<file path="src/rtl/sdram_access_ctrl.sv">
// SDRAM access controller: after initialisation, schedules periodic AUTO REFRESH
// and single-word read/write accesses (ACTIVATE -> READ/WRITE with auto-precharge)
// for one client port. All DRAM and client outputs are registered.
module sdram_access_ctrl #(
  parameter int unsigned TRCD         = 2,
  parameter int unsigned TRP          = 2,
  parameter int unsigned TWR          = 2,
  parameter int unsigned TRFC         = 7,
  parameter int unsigned CAS_LAT      = 2,
  parameter int unsigned REF_INTERVAL = 780
) (
  input  logic        iclk,
  input  logic        ireset,
  input  logic        iinit_done,
  input  logic        ireq,
  input  logic        iwr,
  input  logic [23:0] iaddr,
  input  logic [15:0] iwdata,
  output logic        oack,
  output logic [15:0] ordata,
  output logic        ordata_valid,
  output logic        obusy,
  output logic [12:0] DRAM_ADDR,
  output logic [1:0]  DRAM_BA,
  output logic        DRAM_CS_N,
  output logic        DRAM_RAS_N,
  output logic        DRAM_CAS_N,
  output logic        DRAM_WE_N,
  output logic        DRAM_UDQM,
  output logic        DRAM_LDQM,
  output logic [15:0] odq,
  output logic        odq_oe,
  input  logic [15:0] idq
);

  localparam int unsigned RD_WAIT_CYC = (CAS_LAT > TRP) ? CAS_LAT : TRP;
  localparam int unsigned WR_WAIT_CYC = TWR + TRP - 1;
  localparam int unsigned MAX_A       = (TRFC > TRCD) ? TRFC : TRCD;
  localparam int unsigned MAX_B       = (RD_WAIT_CYC > WR_WAIT_CYC) ? RD_WAIT_CYC : WR_WAIT_CYC;
  localparam int unsigned WAIT_MAX    = (MAX_A > MAX_B) ? MAX_A : MAX_B;
  localparam int unsigned CNT_W       = $clog2(WAIT_MAX + 1);
  localparam int unsigned REF_W       = (REF_INTERVAL > 1) ? $clog2(REF_INTERVAL) : 1;

  localparam logic [3:0] CMD_NOP = 4'b0111;
  localparam logic [3:0] CMD_ACT = 4'b0011;
  localparam logic [3:0] CMD_RD  = 4'b0101;
  localparam logic [3:0] CMD_WR  = 4'b0100;
  localparam logic [3:0] CMD_REF = 4'b0001;

  typedef enum logic [3:0] {
    ST_WAIT_INIT,
    ST_IDLE,
    ST_REFRESH,
    ST_RFC_WAIT,
    ST_ACT,
    ST_RCD_WAIT,
    ST_RD,
    ST_RD_WAIT,
    ST_WR,
    ST_WR_WAIT
  } state_t;

  state_t             state_q, state_d;
  logic [CNT_W-1:0]   cnt_q, cnt_d;
  logic [REF_W-1:0]   ref_cnt_q;
  logic               ref_pending_q;
  logic               ref_wrap;
  logic               req_wr_q;
  logic [23:0]        req_addr_q;
  logic [15:0]        req_wdata_q;
  logic [23:0]        op_addr;
  logic [CAS_LAT-1:0] rd_pipe_q, rd_pipe_d;

  logic [3:0]         cmd_q, cmd_d;
  logic [12:0]        addr_d;
  logic [1:0]         ba_d;
  logic [1:0]         dqm_q, dqm_d;
  logic [15:0]        odq_d;
  logic               oe_d, ack_d, busy_d;

  assign {DRAM_CS_N, DRAM_RAS_N, DRAM_CAS_N, DRAM_WE_N} = cmd_q;
  assign {DRAM_UDQM, DRAM_LDQM} = dqm_q;

  assign ref_wrap  = iinit_done && (ref_cnt_q == REF_W'(REF_INTERVAL - 1));
  // ACTIVATE is decided while still in IDLE, before the operands are latched
  assign op_addr   = (state_q == ST_IDLE) ? iaddr : req_addr_q;
  // One bit per cycle since READ; the top bit marks the data-capture cycle
  assign rd_pipe_d = CAS_LAT'({rd_pipe_q, (state_q == ST_RD)});

  // Next state, wait counter and next registered outputs
  always_comb begin
    state_d = state_q;
    cnt_d   = cnt_q;
    cmd_d   = CMD_NOP;
    addr_d  = '0;
    ba_d    = '0;
    dqm_d   = 2'b00;
    odq_d   = odq;
    oe_d    = 1'b0;
    ack_d   = 1'b0;
    busy_d  = 1'b1;

    case (state_q)
      ST_WAIT_INIT: if (iinit_done) state_d = ST_IDLE;
      ST_IDLE: begin
        if (ref_pending_q)  state_d = ST_REFRESH;
        else if (ireq)      state_d = ST_ACT;
      end
      ST_REFRESH: begin
        if (TRFC > 1) begin
          state_d = ST_RFC_WAIT;
          cnt_d   = CNT_W'(TRFC - 1);
        end else begin
          state_d = ST_IDLE;
        end
      end
      ST_RFC_WAIT: begin
        if (cnt_q == CNT_W'(1)) state_d = ST_IDLE;
        else                    cnt_d   = cnt_q - CNT_W'(1);
      end
      ST_ACT: begin
        if (TRCD > 1) begin
          state_d = ST_RCD_WAIT;
          cnt_d   = CNT_W'(TRCD - 1);
        end else begin
          state_d = req_wr_q ? ST_WR : ST_RD;
        end
      end
      ST_RCD_WAIT: begin
        if (cnt_q == CNT_W'(1)) state_d = req_wr_q ? ST_WR : ST_RD;
        else                    cnt_d   = cnt_q - CNT_W'(1);
      end
      ST_RD: begin
        state_d = ST_RD_WAIT;
        cnt_d   = CNT_W'(RD_WAIT_CYC);
      end
      ST_RD_WAIT: begin
        if (cnt_q == CNT_W'(1)) state_d = ST_IDLE;
        else                    cnt_d   = cnt_q - CNT_W'(1);
      end
      ST_WR: begin
        state_d = ST_WR_WAIT;
        cnt_d   = CNT_W'(WR_WAIT_CYC);
      end
      ST_WR_WAIT: begin
        if (cnt_q == CNT_W'(1)) state_d = ST_IDLE;
        else                    cnt_d   = cnt_q - CNT_W'(1);
      end
      default: state_d = ST_WAIT_INIT;
    endcase

    case (state_d)
      ST_WAIT_INIT: dqm_d = 2'b11;
      ST_IDLE:      busy_d = 1'b0;
      ST_REFRESH:   cmd_d = CMD_REF;
      ST_ACT: begin
        cmd_d  = CMD_ACT;
        ba_d   = op_addr[23:22];
        addr_d = op_addr[21:9];
        ack_d  = 1'b1;
      end
      ST_RD: begin
        cmd_d  = CMD_RD;
        ba_d   = op_addr[23:22];
        addr_d = {2'b00, 1'b1, 1'b0, op_addr[8:0]};
      end
      ST_WR: begin
        cmd_d  = CMD_WR;
        ba_d   = op_addr[23:22];
        addr_d = {2'b00, 1'b1, 1'b0, op_addr[8:0]};
        odq_d  = req_wdata_q;
        oe_d   = 1'b1;
      end
      default: ;
    endcase
  end

  // State, wait counter, refresh timer and request operand latch
  always_ff @(posedge iclk) begin
    if (ireset) begin
      state_q       <= ST_WAIT_INIT;
      cnt_q         <= '0;
      ref_cnt_q     <= '0;
      ref_pending_q <= 1'b0;
      req_wr_q      <= 1'b0;
      req_addr_q    <= '0;
      req_wdata_q   <= '0;
      rd_pipe_q     <= '0;
    end else begin
      state_q   <= state_d;
      cnt_q     <= cnt_d;
      rd_pipe_q <= rd_pipe_d;
      if (iinit_done) ref_cnt_q <= ref_wrap ? '0 : ref_cnt_q + REF_W'(1);
      if (state_d == ST_REFRESH) ref_pending_q <= 1'b0;
      else if (ref_wrap)         ref_pending_q <= 1'b1;
      if ((state_q == ST_IDLE) && (state_d == ST_ACT)) begin
        req_wr_q    <= iwr;
        req_addr_q  <= iaddr;
        req_wdata_q <= iwdata;
      end
    end
  end

  // Registered DRAM bus and client outputs
  always_ff @(posedge iclk) begin
    if (ireset) begin
      cmd_q        <= CMD_NOP;
      DRAM_ADDR    <= '0;
      DRAM_BA      <= '0;
      dqm_q        <= 2'b11;
      odq          <= '0;
      odq_oe       <= 1'b0;
      oack         <= 1'b0;
      obusy        <= 1'b1;
      ordata       <= '0;
      ordata_valid <= 1'b0;
    end else begin
      cmd_q        <= cmd_d;
      DRAM_ADDR    <= addr_d;
      DRAM_BA      <= ba_d;
      dqm_q        <= dqm_d;
      odq          <= odq_d;
      odq_oe       <= oe_d;
      oack         <= ack_d;
      obusy        <= busy_d;
      ordata_valid <= rd_pipe_q[CAS_LAT-1];
      if (rd_pipe_q[CAS_LAT-1]) ordata <= idq;
    end
  end

endmodule
</file>
<file path="config.mk">
export PLATFORM = sky130hd
export DESIGN_NAME = sdram_access_ctrl
export DESIGN_NICKNAME = d
export VERILOG_FILES = /design/src/rtl/sdram_access_ctrl.sv
export SDC_FILE = /design/constraint.sdc
export NUM_CORES = 1
export LEC_CHECK = 0
export ABC_AREA = 0
export CELL_PAD_IN_SITES_DETAIL_PLACEMENT = 1
export CELL_PAD_IN_SITES_GLOBAL_PLACEMENT = 1
export CORE_ASPECT_RATIO = 2
export CORE_MARGIN = 3
export CORE_UTILIZATION = 31
export DETAILED_ROUTE_END_ITERATION = 10
export GPL_TIMING_DRIVEN = 1
export MAX_ROUTING_LAYER = met4
export PLACE_DENSITY_LB_ADDON = 0.3
export SETUP_SLACK_MARGIN = 0.02
export SLEW_MARGIN = 40
export SYNTH_ARGS = -nofsm -noshare
export SYNTH_HDL_FRONTEND = slang
export SYNTH_SLANG_ARGS = --single-unit
</file>
<file path="constraint.sdc">
create_clock -name iclk -period 1.68 [get_ports iclk]
set_input_delay 0.252 -clock iclk [delete_from_list [all_inputs] [get_ports iclk]]
set_output_delay 0.252 -clock iclk [all_outputs]
set_load 0.05 [all_outputs]
</file>
### Word-level counts from Yosys, hierarchy flattened

Index checks and enable logic that the tools add are counted.

* output and inout bits: 57
* register bits after elaboration: 118

* muxes and demuxes: 17
* add/subtract/negate cells: 2
* bitwise operators: 1
* reduce and logical (&&, ||, !) cells: 12
* eq/ne operators: 17

Operator list (count)
* one-hot mux 4 bit (8 select lines): 1
* one-hot mux 13 bit (2 select lines): 1
* equality test 4 x 3 -> 1 bit, second input constant: 6
* two-way mux 24 bit: 1
* two-way mux 4 bit: 6
* one-hot mux 3 bit (5 select lines): 1
* equality test 4 x 2 -> 1 bit, second input constant: 3
* equality test 4 bit, second input constant: 3
* one-hot mux 3 bit (4 select lines): 1
* adder 10 x 1 -> 10 bit, second input constant: 1
* equality test 10 bit, second input constant: 1
* two-way mux 10 bit: 1
* equality test 4 x 1 -> 1 bit, second input constant: 2
* zero test 4 bit: 2
* OR reduction 2 bit: 3
* OR reduction 3 bit: 2
* nonzero test 5 bit: 1
* OR reduction 4 bit: 1
* equality test 3 x 1 -> 1 bit, second input constant: 1
* two-way mux 1 bit: 3
* two-way mux 3 bit: 1
* subtractor 3 x 1 -> 3 bit, second input constant: 1
* logical AND 1 bit: 2
* two-way mux 2 bit: 1
* 3 further kinds: 3

### Longest topological paths before layout

Gate-level depths: netlist of run 1.

* depth in word-level cells: 7
* depth in mapped cells: 8
* depth with buffers taken out: 6

### Worst setup path after synthesis of run 1

Ideal clock, no wire load.

* path kind: register to register
* start: register cnt_q[1]
* end: register odq[14]
* period minus slack after synthesis: 1641 ps
* data arrival time: 1513 ps
* path slack: 39 ps
* cell stages (with the launch flop): 9
* cell sequence: dfxtp_1 > inv_1 > ha_1 > nor2b_1 > nand4_1 > buf_2 > buf_2 > mux2i_1 > nor2_1

* word-level cells in the longest chain between the ends: 4
* elaborated cells on any way between the ends: 5

Ends and longest elaborated chain
* start: declaration: line 64 `logic [CNT_W-1:0] cnt_q, cnt_d;`
* start signal: assignment: line 191 `cnt_q <= cnt_d;`
* equality test 3 x 1 -> 1 bit *
* two-way mux 4 bit (on tied branches)
* one-hot mux 4 bit (8 select lines) *: line 103 `case (state_q)`
* equality test 4 bit *: line 152 `case (state_d)`
* end signal: assignment: line 222 `odq <= odq_d;`
* end: declaration: line 31 `output logic [15:0] odq,`

Mark *: on every way between the ends. The rest lies on a longest branch, timed or not.
A chain may end at the register's enable or synchronous reset.

### Worst setup path after layout of run 1

* start: register cnt_q[1]
* end: register obusy

* word-level cells in the longest chain between the ends: 5
* elaborated cells on any way between the ends: 6

Ends and longest elaborated chain
* equality test 3 x 1 -> 1 bit *
* two-way mux 4 bit (on tied branches)
* one-hot mux 4 bit (8 select lines) *: line 103
* equality test 4 x 1 -> 1 bit *: line 152
* two-way mux 1 bit *: line 152
* end signal: assignment: line 225 `obusy <= busy_d;`
* end: declaration: line 22 `output logic obusy,`

Marked as above.

==> results of run 1 <==
[metrics by stage]
| step | utilization | setup WS, ns |
|---|---|---|
| 3_3_place_gp | 0.412 | -0.0538 |
| 4_1_cts | 0.437 | 0.0452 |
| 3_5_place_dp | 0.412 | -0.140 |
| 2_1_floorplan | - | 0.0390 |
| 6_report | 0.439 | 0.103 |
| 5_1_grt | 0.439 | 0.0197 |
[synthesized netlist by cell type (5+ instances only)]
cell / number / area (um^2)
a21oi_1: 37 / 185
buf_2: 7 / 35.0
buf_4: 6 / 45.0
clkbuf_1: 21 / 78.8
dfxtp_1: 103 / 2060
mux2i_1: 44 / 440
nand2_1: 73 / 274
nand2b_1: 5 / 31.3
nand3_1: 7 / 35.0
nor2_1: 55 / 206
nor2b_1: 6 / 37.5
nor3_1: 6 / 30.0
o22ai_1: 9 / 56.3
xnor2_1: 5 / 43.8
[worst max-delay path, cell delays in order (launching register included)]
cell and delay [ns]:
dfxtp_1 0.32, inv_1 0.08, ha_2 0.21, and3b_1 0.29, o32a_1 0.21, or3b_1 0.35
[state kept, by name, indices dropped and copies added, names as in the netlist, 2 cells and up]
| signal | cells |
|---|---|
| DRAM_BA | 2 |
| cnt_q | 3 |
| odq | 16 |
| ref_cnt_q | 10 |
| rd_pipe_q | 2 |
| DRAM_ADDR | 13 |
| cmd_q | 3 |
| req_wdata_q | 16 |
| state_q | 4 |
| req_addr_q | 11 |
| ordata | 16 |
[cell families (layout without fill, tap and decap cells)]
group	after synthesis	count (layout)
simple gates	174	174
buf+inv	39	153
xor+xnor	9	9
mux	45	45
fa+ha+maj	3	3
compound gates	66	66
flops	103	103
other cells	1	1
[where the power goes]
| part | total, mW | switching, mW | internal (mW) |
|---|---|---|---|
| registers | 2.55 | 0.0427 | 2.51 |
| clock network | 2.18 | 0.965 | 1.22 |
| logic | 0.649 | 0.343 | 0.306 |
| total | 5.38 | 1.35 | 4.03 |
[metal layers]
layer,wire length [um],up-vias,GRT usage,share of wire
met1,4190,1672,0.165,0.37
met5,0,-,-,0
met4,184,0,0.0604,0.016
li1,-,1688,-,-
met2,6700,54,0.318,0.59
met3,291,11,0.0272,0.026
[area by class of cell]
cell class | count | area (um^2)
clock buffers | 10 | 239
clock inverters | 6 | 73.8
fillers | 1467 | 7090
inverters | 4 | 15.0
multi-input cells | 298 | 1780
flip-flops and latches | 103 | 2060
well taps | 150 | 188
repair buffers | 133 | 1180
[final timing paths]
check,slack [ns],end,start
worst max-delay path,0.10,obusy,cnt_q[1]
worst max register to register,0.10,obusy,cnt_q[1]
worst min-delay path,0.21,ref_cnt_q[0],ireset
worst min register to register,0.44,rd_pipe_q[1],rd_pipe_q[0]
==> qor.yml, run 1 <==
clk_latency_ns: 0.34
min_period_over_period: 0.939
ctsResizeCount: 1
layout_common_cells: "103 x dfxtp_1, 73 x nand2_1, 70 x buf_4"
synth_ff_type: "dfxtp_1"
synth_async_sr_flop_share: 0
pin_count: 118
drv_slew: 0
drv_cap: 0
drc: 0
synth_edf_count: 0
drt-initial-drc-count: 112
fin_crit_ns: 1.58
worstSetupEndpointType: "flop"
grt_max_degree: 39
cts_root_buf: "clkbuf_16"
yosysWarnings: 0
layout_commonest_cell: "dfxtp_1"
synth.avg_cell_area_um2: 9.09
insertedDiodeCount: 0
die-area_um2: 14400
initial_core_util: 0.317
tns_ns: 0
htreeDepth: 3
finalPower_mw: 5.38
syn_nets: 504
cellPowerDensity_nw_per_um2: 972
muxShareOfSynthArea: 0.113
grt_util_all_layers: 0.167
fin_area_um2: 5540
std_cell_rows: 58
first_global_vias: 3639
drt_first_pass_iters: 4
wirelength_um: 11400
synthSimpleGateAreaFrac: 0.197
synth_compound_area_frac: 0.0992
wl_per_cell_um: 16.2
clock-sinks: 103
hold_path_class: "in2reg"
cts_tree: "yes"
fin_skew_ns: 0.00937
hold_ws_ns: 0.207
layout-area-overhead-vs-synth_pct: 38.6
die_y_um: 167
postCtsSetupRepairBufs: 0
netlist_instances: 440
cts_hold_buf: 0
min_path_cells: 2
placed_area_um2: 5200
crit_required_ns: 1.90
rsz0062_at_grt: "false"
clkTransAtPathRegs_ns: 0.07
antenna_found_initial: 0
core_um2: 12600
ys_types: 45
dp_hpwl_um: 8490
cp-start-kind: "flop"
synth_xor_area_frac: 0.0197
via_per_inst: 4.87
arrival_ns: 1.79
port-buffer-count: 116
ys_seq_elements: 103
hold_viol: 0
ant_nets: 0
dieWidth_um: 86.3
synth_top_family_by_area: "simple AND/OR/NAND/NOR gates"
grt_overflow_total: 0
drive_gt1_frac: 0.177
path_max_fanout: 4
status: "finished clean"
numCtsBuffers: 9
layout.nets: 613
synthesis.area_um2: 4000
dpl.cell_count: 688
clock.fmax_mhz: 634
routed-via-count: 3425
clockBufferDepth: 2
p_leak_nw: 2.24
ys_seq_area_frac: 0.516
setup_viol: 0
r2r_cells: 5
gp_congestion: 0.778
final_cells: 704
ir_drop_uv: 618
grt_pass1_wl_um: 18300
worstSetupPathType: "reg2reg"
synthAdderAreaFrac: 0.00939
(Power assumes the default switching activity.)
==> run 2: changes to the inputs <==
--- a/config.mk
+++ b/config.mk
@@ -9,12 +9,13 @@
 export CELL_PAD_IN_SITES_DETAIL_PLACEMENT = 1
 export CELL_PAD_IN_SITES_GLOBAL_PLACEMENT = 1
 export CORE_ASPECT_RATIO = 2
-export CORE_MARGIN = 3
+export CORE_MARGIN = 2
 export CORE_UTILIZATION = 31
 export DETAILED_ROUTE_END_ITERATION = 10
 export GPL_TIMING_DRIVEN = 1
 export MAX_ROUTING_LAYER = met4
 export PLACE_DENSITY_LB_ADDON = 0.3
+export REMOVE_ABC_BUFFERS = 1
 export SETUP_SLACK_MARGIN = 0.02
 export SLEW_MARGIN = 40
 export SYNTH_ARGS = -nofsm -noshare
==> run 2 against run 1 <==
  * Clock skew is essentially flat
  * Register-to-register slack got worse by 0.04 ns
  * Global-route usage rose by 0.61 points
  * Via count up 0.67%
  * Critical endpoint is now DRAM_ADDR[6]
  * Largest cell class unchanged
  * Highest routed layer unchanged
==> qor.yml, run 2 (same netlist as run 1, synthesis figures left out) <==
clock-sinks: 103  # unchanged
drv_slew: 0  # unchanged
pin_count: 118  # unchanged
fin_area_um2: 5670  # was 5540 um^2
wl_per_cell_um: 16.6  # was 16.2 um
via_per_inst: 4.88  # was 4.87
first_global_vias: 3725  # was 3639
crit_required_ns: 1.96  # was 1.90 ns
layout_commonest_cell: "dfxtp_1"  # unchanged
fin_skew_ns: 0.00888  # was 0.00937 ns
clk_latency_ns: 0.35  # was 0.34 ns
dp_hpwl_um: 8380  # was 8490 um
gp_congestion: 0.766  # was 0.778
path_max_fanout: 19  # was 4
p_leak_nw: 2.29  # was 2.24 nW
hold_ws_ns: 0.321  # was 0.207 ns
grt_overflow_total: 0  # unchanged
cellPowerDensity_nw_per_um2: 1020  # was 972 nW/um^2
grt_pass1_wl_um: 18300  # about the same
setup_viol: 0  # unchanged
drive_gt1_frac: 0.191  # was 0.177
seqCellArea_um2: 2070  # was 2060 um^2
clkTransAtPathRegs_ns: 0.07  # about the same
cts_tree: "yes"  # unchanged
cp-start-kind: "flop"  # unchanged
fill_cells: 1462  # was 1467
critPathMaxStageDelay_ns: 0.42  # was 0.35 ns
drt-initial-drc-count: 113  # was 112
grt_util_all_layers: 0.173  # was 0.167
critPathSlowestCell: "nor4b_4"  # was or3b_1
std_cell_rows: 58  # unchanged
crit_chain: "nor4b_4 -> and3b_2 -> clkbuf_16 -> nand2_1 -> o22ai_1"  # was inv_1 -> ha_2 -> and3b_1 -> o32a_1 -> or3b_1
ant_nets: 0  # unchanged
multi_input_area_um2: 1800  # was 1780 um^2
worstSetupPathType: "reg2reg"  # unchanged
insertedDiodeCount: 0  # unchanged
rsz0062_at_grt: "true"  # was false
fin_crit_ns: 1.62  # was 1.58 ns
clockBufferDepth: 2  # unchanged
htreeDepth: 3  # unchanged
drt_first_pass_iters: 4  # unchanged
cts_hold_buf: 0  # unchanged
arrival_ns: 1.90  # was 1.79 ns
layout.nets: 616  # was 613
hold_path_class: "in2reg"  # unchanged
initial_core_util: 0.318  # was 0.317
drv_cap: 0  # unchanged
wirelength_um: 11700  # was 11400 um
core_um2: 12600  # about the same
routed-via-count: 3448  # was 3425
ir_drop_uv: 669  # was 618 uV
clock.fmax_mhz: 616  # was 634 MHz
grt_max_degree: 52  # was 39
port-buffer-count: 116  # unchanged
drc: 0  # unchanged
die_y_um: 165  # was 167 um
layout-area-overhead-vs-synth_pct: 41.9  # was 38.6%
dieWidth_um: 84.3  # was 86.3 um
placed_area_um2: 5230  # was 5200 um^2
numCtsBuffers: 9  # unchanged
cts_root_buf: "clkbuf_16"  # unchanged
hold_viol: 0  # unchanged
die-area_um2: 13900  # was 14400 um^2
worstSetupEndpointType: "flop"  # unchanged
reg_top3: "odq x16, ordata x16, req_wdata_q x16"  # unchanged
antenna_found_initial: 0  # unchanged
status: "finished clean"  # unchanged
layout_common_cells: "100 x dfxtp_1, 72 x nand2_1, 69 x buf_4"  # was 103 x dfxtp_1, 73 x nand2_1, 70 x buf_4
min_period_over_period: 0.966  # was 0.939
run 2: area by class of cell:
class                      count  share of cell area
sequential                   103               0.365
multi-input combinational    298               0.317
timing repair buffer         136               0.219
clock buffer                  10              0.0404
tap                          150              0.0331
clock inverter                 5              0.0227
inverter                       4             0.00265
run 2: path summary, 6_finish.rpt:
path                      from           end  slack [ns]  cells past startpoint
hold / removal          ireset  DRAM_ADDR[2]        0.32                      2
setup / recovery    state_q[2]  DRAM_ADDR[6]        0.06                      5
setup reg to reg    state_q[2]  DRAM_ADDR[6]        0.06                      5
hold reg to reg   rd_pipe_q[0]  rd_pipe_q[1]        0.44                      1
run 2: report_power, final:
group | switching (mW) | internal (mW)
logic | 0.363 | 0.331
clock network | 0.903 | 1.60
registers | 0.0464 | 2.51
total | 1.31 | 4.45
run 2: per-layer routing:
layer / share of wire / global-route usage / wire (um)
met3: 0.027 / 0.0255 / 311
met1: 0.35 / 0.162 / 4140
met2: 0.59 / 0.340 / 6880
met5: 0 / - / 0
met4: 0.032 / 0.0799 / 378
run 2: critical path, delay by kind of cell, from the launching register on:
kind            cells  cell delay, ns
compound gates      1            0.13
simple gates        3            0.83
flops               1            0.37
buf+inv             1            0.22
run 2: through the flow:
| stage | util | setup TNS [ns] | power, mW | std cells | worst slack, ns |
|---|---|---|---|---|---|
| floorplan | - | -39.84 | 2.91 | 405 | -0.868 |
| global placement | 0.416 | -0.0316 | 3.26 | 689 | -0.0241 |
| detailed placement | 0.416 | -0.142 | 3.27 | 689 | -0.0541 |
| CTS | 0.446 | 0 | 5.82 | 705 | 0.00849 |
| global route | 0.452 | 0 | 6.00 | 706 | 0.000498 |
| finish | 0.452 | 0 | 5.76 | 706 | 0.0578 |
run 2: what timing repair did:
item	CTS	global route
cloned	0	1
endpoints found under the setup margin	46	63
pin swaps	0	3
resized for setup	3	16
setup buffers	1	0
==> run 3: changes to the inputs <==
--- a/config.mk
+++ b/config.mk
@@ -5,11 +5,10 @@
 export SDC_FILE = /design/constraint.sdc
 export NUM_CORES = 1
 export LEC_CHECK = 0
-export ABC_AREA = 0
 export CELL_PAD_IN_SITES_DETAIL_PLACEMENT = 1
 export CELL_PAD_IN_SITES_GLOBAL_PLACEMENT = 1
 export CORE_ASPECT_RATIO = 2
-export CORE_MARGIN = 2
+export CORE_MARGIN = 1
 export CORE_UTILIZATION = 31
 export DETAILED_ROUTE_END_ITERATION = 10
 export GPL_TIMING_DRIVEN = 1
==> run 3 against run 2 <==
  * Register-to-register slack better by 0.04 ns
  * Power shrank 9.6%
  * Largest cell class unchanged
  * Global-route usage rose by 0.70 points
  * Fmax up 2.7%
  * Clock skew is 0.0012 ns higher
  * Critical path type unchanged
  * Design area down 2.3%
  * Largest power group unchanged
  * Non-clock buffer count shrank 2
  * Critical endpoint is now obusy
==> qor.yml, run 3 (same netlist as run 1, synthesis figures left out) <==
clock-sinks: 103  # unchanged
ir_drop_uv: 559  # was 669 uV
reg_top3: "odq x16, ordata x16, req_wdata_q x16"  # unchanged
die_y_um: 163  # was 165 um
grt_util_all_layers: 0.181  # was 0.173
critPathSlowestCell: "or3b_1"  # was nor4b_4
status: "finished clean"  # unchanged
rsz0062_at_grt: "false"  # was true
cts_tree: "yes"  # unchanged
antenna_found_initial: 0  # unchanged
layout.nets: 614  # was 616
drv_cap: 0  # unchanged
cp-start-kind: "flop"  # unchanged
routed-via-count: 3429  # was 3448
clock.fmax_mhz: 633  # was 616 MHz
dpl.cell_count: 687  # was 689
dieWidth_um: 82.3  # was 84.3 um
drv_slew: 0  # unchanged
pin_count: 118  # unchanged
clkTransAtPathRegs_ns: 0.07  # about the same
layout_commonest_cell: "dfxtp_1"  # unchanged
htreeDepth: 3  # unchanged
via_per_inst: 4.86  # was 4.88
r2r_slack_ns: 0.10  # was 0.06 ns
port-buffer-count: 116  # unchanged
drt_first_pass_iters: 4  # unchanged
first_global_vias: 3607  # was 3725
p_leak_nw: 2.23  # was 2.29 nW
grt_pass1_wl_um: 17700  # was 18300 um
die-area_um2: 13400  # was 13900 um^2
hold_path_class: "in2reg"  # unchanged
min_period_over_period: 0.940  # was 0.966
arrival_ns: 1.80  # was 1.90 ns
crit_required_ns: 1.91  # was 1.96 ns
wl_per_cell_um: 15.9  # was 16.6 um
worstSetupPathType: "reg2reg"  # unchanged
r2r-start: "cnt_q[1]"  # was state_q[2]
finalPower_mw: 5.20  # was 5.76 mW
dp_hpwl_um: 8020  # was 8380 um
final_cells: 705  # was 706
path_buf_inv: 1  # unchanged
initial_core_util: 0.318  # unchanged
clk_latency_ns: 0.35  # about the same
fill_cells: 1470  # was 1462
layout_common_cells: "103 x dfxtp_1, 73 x nand2_1, 70 x buf_4"  # was 100 x dfxtp_1, 72 x nand2_1, 69 x buf_4
insertedDiodeCount: 0  # unchanged
numCtsBuffers: 9  # unchanged
drive_gt1_frac: 0.177  # was 0.191
cellPowerDensity_nw_per_um2: 939  # was 1020 nW/um^2
critPathMaxStageDelay_ns: 0.35  # was 0.42 ns
cts_hold_buf: 0  # unchanged
path_max_fanout: 4  # was 19
fin_skew_ns: 0.0100  # was 0.00888 ns
cts_root_buf: "clkbuf_16"  # unchanged
core_um2: 12600  # unchanged
hold_viol: 0  # unchanged
fin_crit_ns: 1.58  # was 1.62 ns
drc: 0  # unchanged
grt_overflow_total: 0  # unchanged
grt_max_degree: 53  # was 52
worstHoldStart: "ireset"  # unchanged
crit_chain: "inv_1 -> ha_2 -> and3b_1 -> o32a_1 -> or3b_1"  # was nor4b_4 -> and3b_2 -> clkbuf_16 -> nand2_1 -> o22ai_1
worstSetupEndpointType: "flop"  # unchanged
layout-area-overhead-vs-synth_pct: 38.7  # was 41.9%
crit_start: "cnt_q[1]"  # was state_q[2]
crit_family: "simple AND/OR/NAND/NOR gates"  # unchanged
fin_util: 0.441  # was 0.452
ant_nets: 0  # unchanged
drt-initial-drc-count: 144  # was 113
setup_viol: 0  # unchanged
gp_congestion: 0.768  # was 0.766
wirelength_um: 11200  # was 11700 um
clockBufferDepth: 2  # unchanged
std_cell_rows: 58  # unchanged
-- run 3: cell count changes in the layout (fill, tap and decap cells not counted), sizes merged --
cell	previous run	this run
buf	75	74
bufinv	4	0
clkinv	0	1
clkinvlp	0	1
dlygate4sd2	1	0
inv	5	8
-- run 3: metrics by stage --
stage | hold slack [ns] | setup slack [ns] | cell area, um^2 | TNS (ns)
after floorplan | 0.321 | -0.868 | 3830 | -39.84
after global placement | 0.418 | 0.0456 | 5210 | 0
after detailed placement | 0.433 | 0.00706 | 5210 | 0
after CTS | 0.276 | 0.0796 | 5490 | 0
after global routing | 0.302 | 0.0317 | 5540 | 0
final | 0.284 | 0.100 | 5540 | 0
-- run 3: layout make-up --
class	count	area (um^2)	share of cell area
multi-input combinational	298	1780	0.321
inverter	4	15.0	0.00271
clock inverter	6	50.0	0.00903
timing repair buffer	134	1220	0.220
clock buffer	10	229	0.0413
sequential	103	2060	0.372
tap	150	188	0.0339
-- run 3: timing repair --
action | CTS | global route
gates cloned | 0 | 1
gates resized for setup | 1 | 5
pin swaps | 1 | 1
setup endpoints to repair | 4 | 26
setup buffers | 0 | 1
-- run 3: path summary, 6_finish.rpt --
check	endpoint	depth (start not counted)
setup reg to reg	obusy	5
hold reg to reg	rd_pipe_q[1]	1
hold / removal	ref_pending_q	2
setup / recovery	obusy	5
-- run 3: report_power, final --
group / leakage [nW] / internal, mW / switching [mW] / total [mW]
clock: 0.136 / 1.03 / 0.968 / 2.00
combinational: 1.27 / 0.309 / 0.347 / 0.656
sequential: 0.834 / 2.51 / 0.0401 / 2.55
total: 2.23 / 3.85 / 1.36 / 5.20
-- run 3: worst register-to-register path: stages (launching register included) --
cell	delay, ns
dfxtp_1	0.31
inv_1	0.08
ha_2	0.22
and3b_1	0.29
o32a_1	0.22
or3b_1	0.35
-- run 3: metal layers --
layer,global-route usage,wire [um]
met1,0.181,4150
met2,0.335,6540
met5,-,0
met3,0.0252,288
met4,0.0726,214
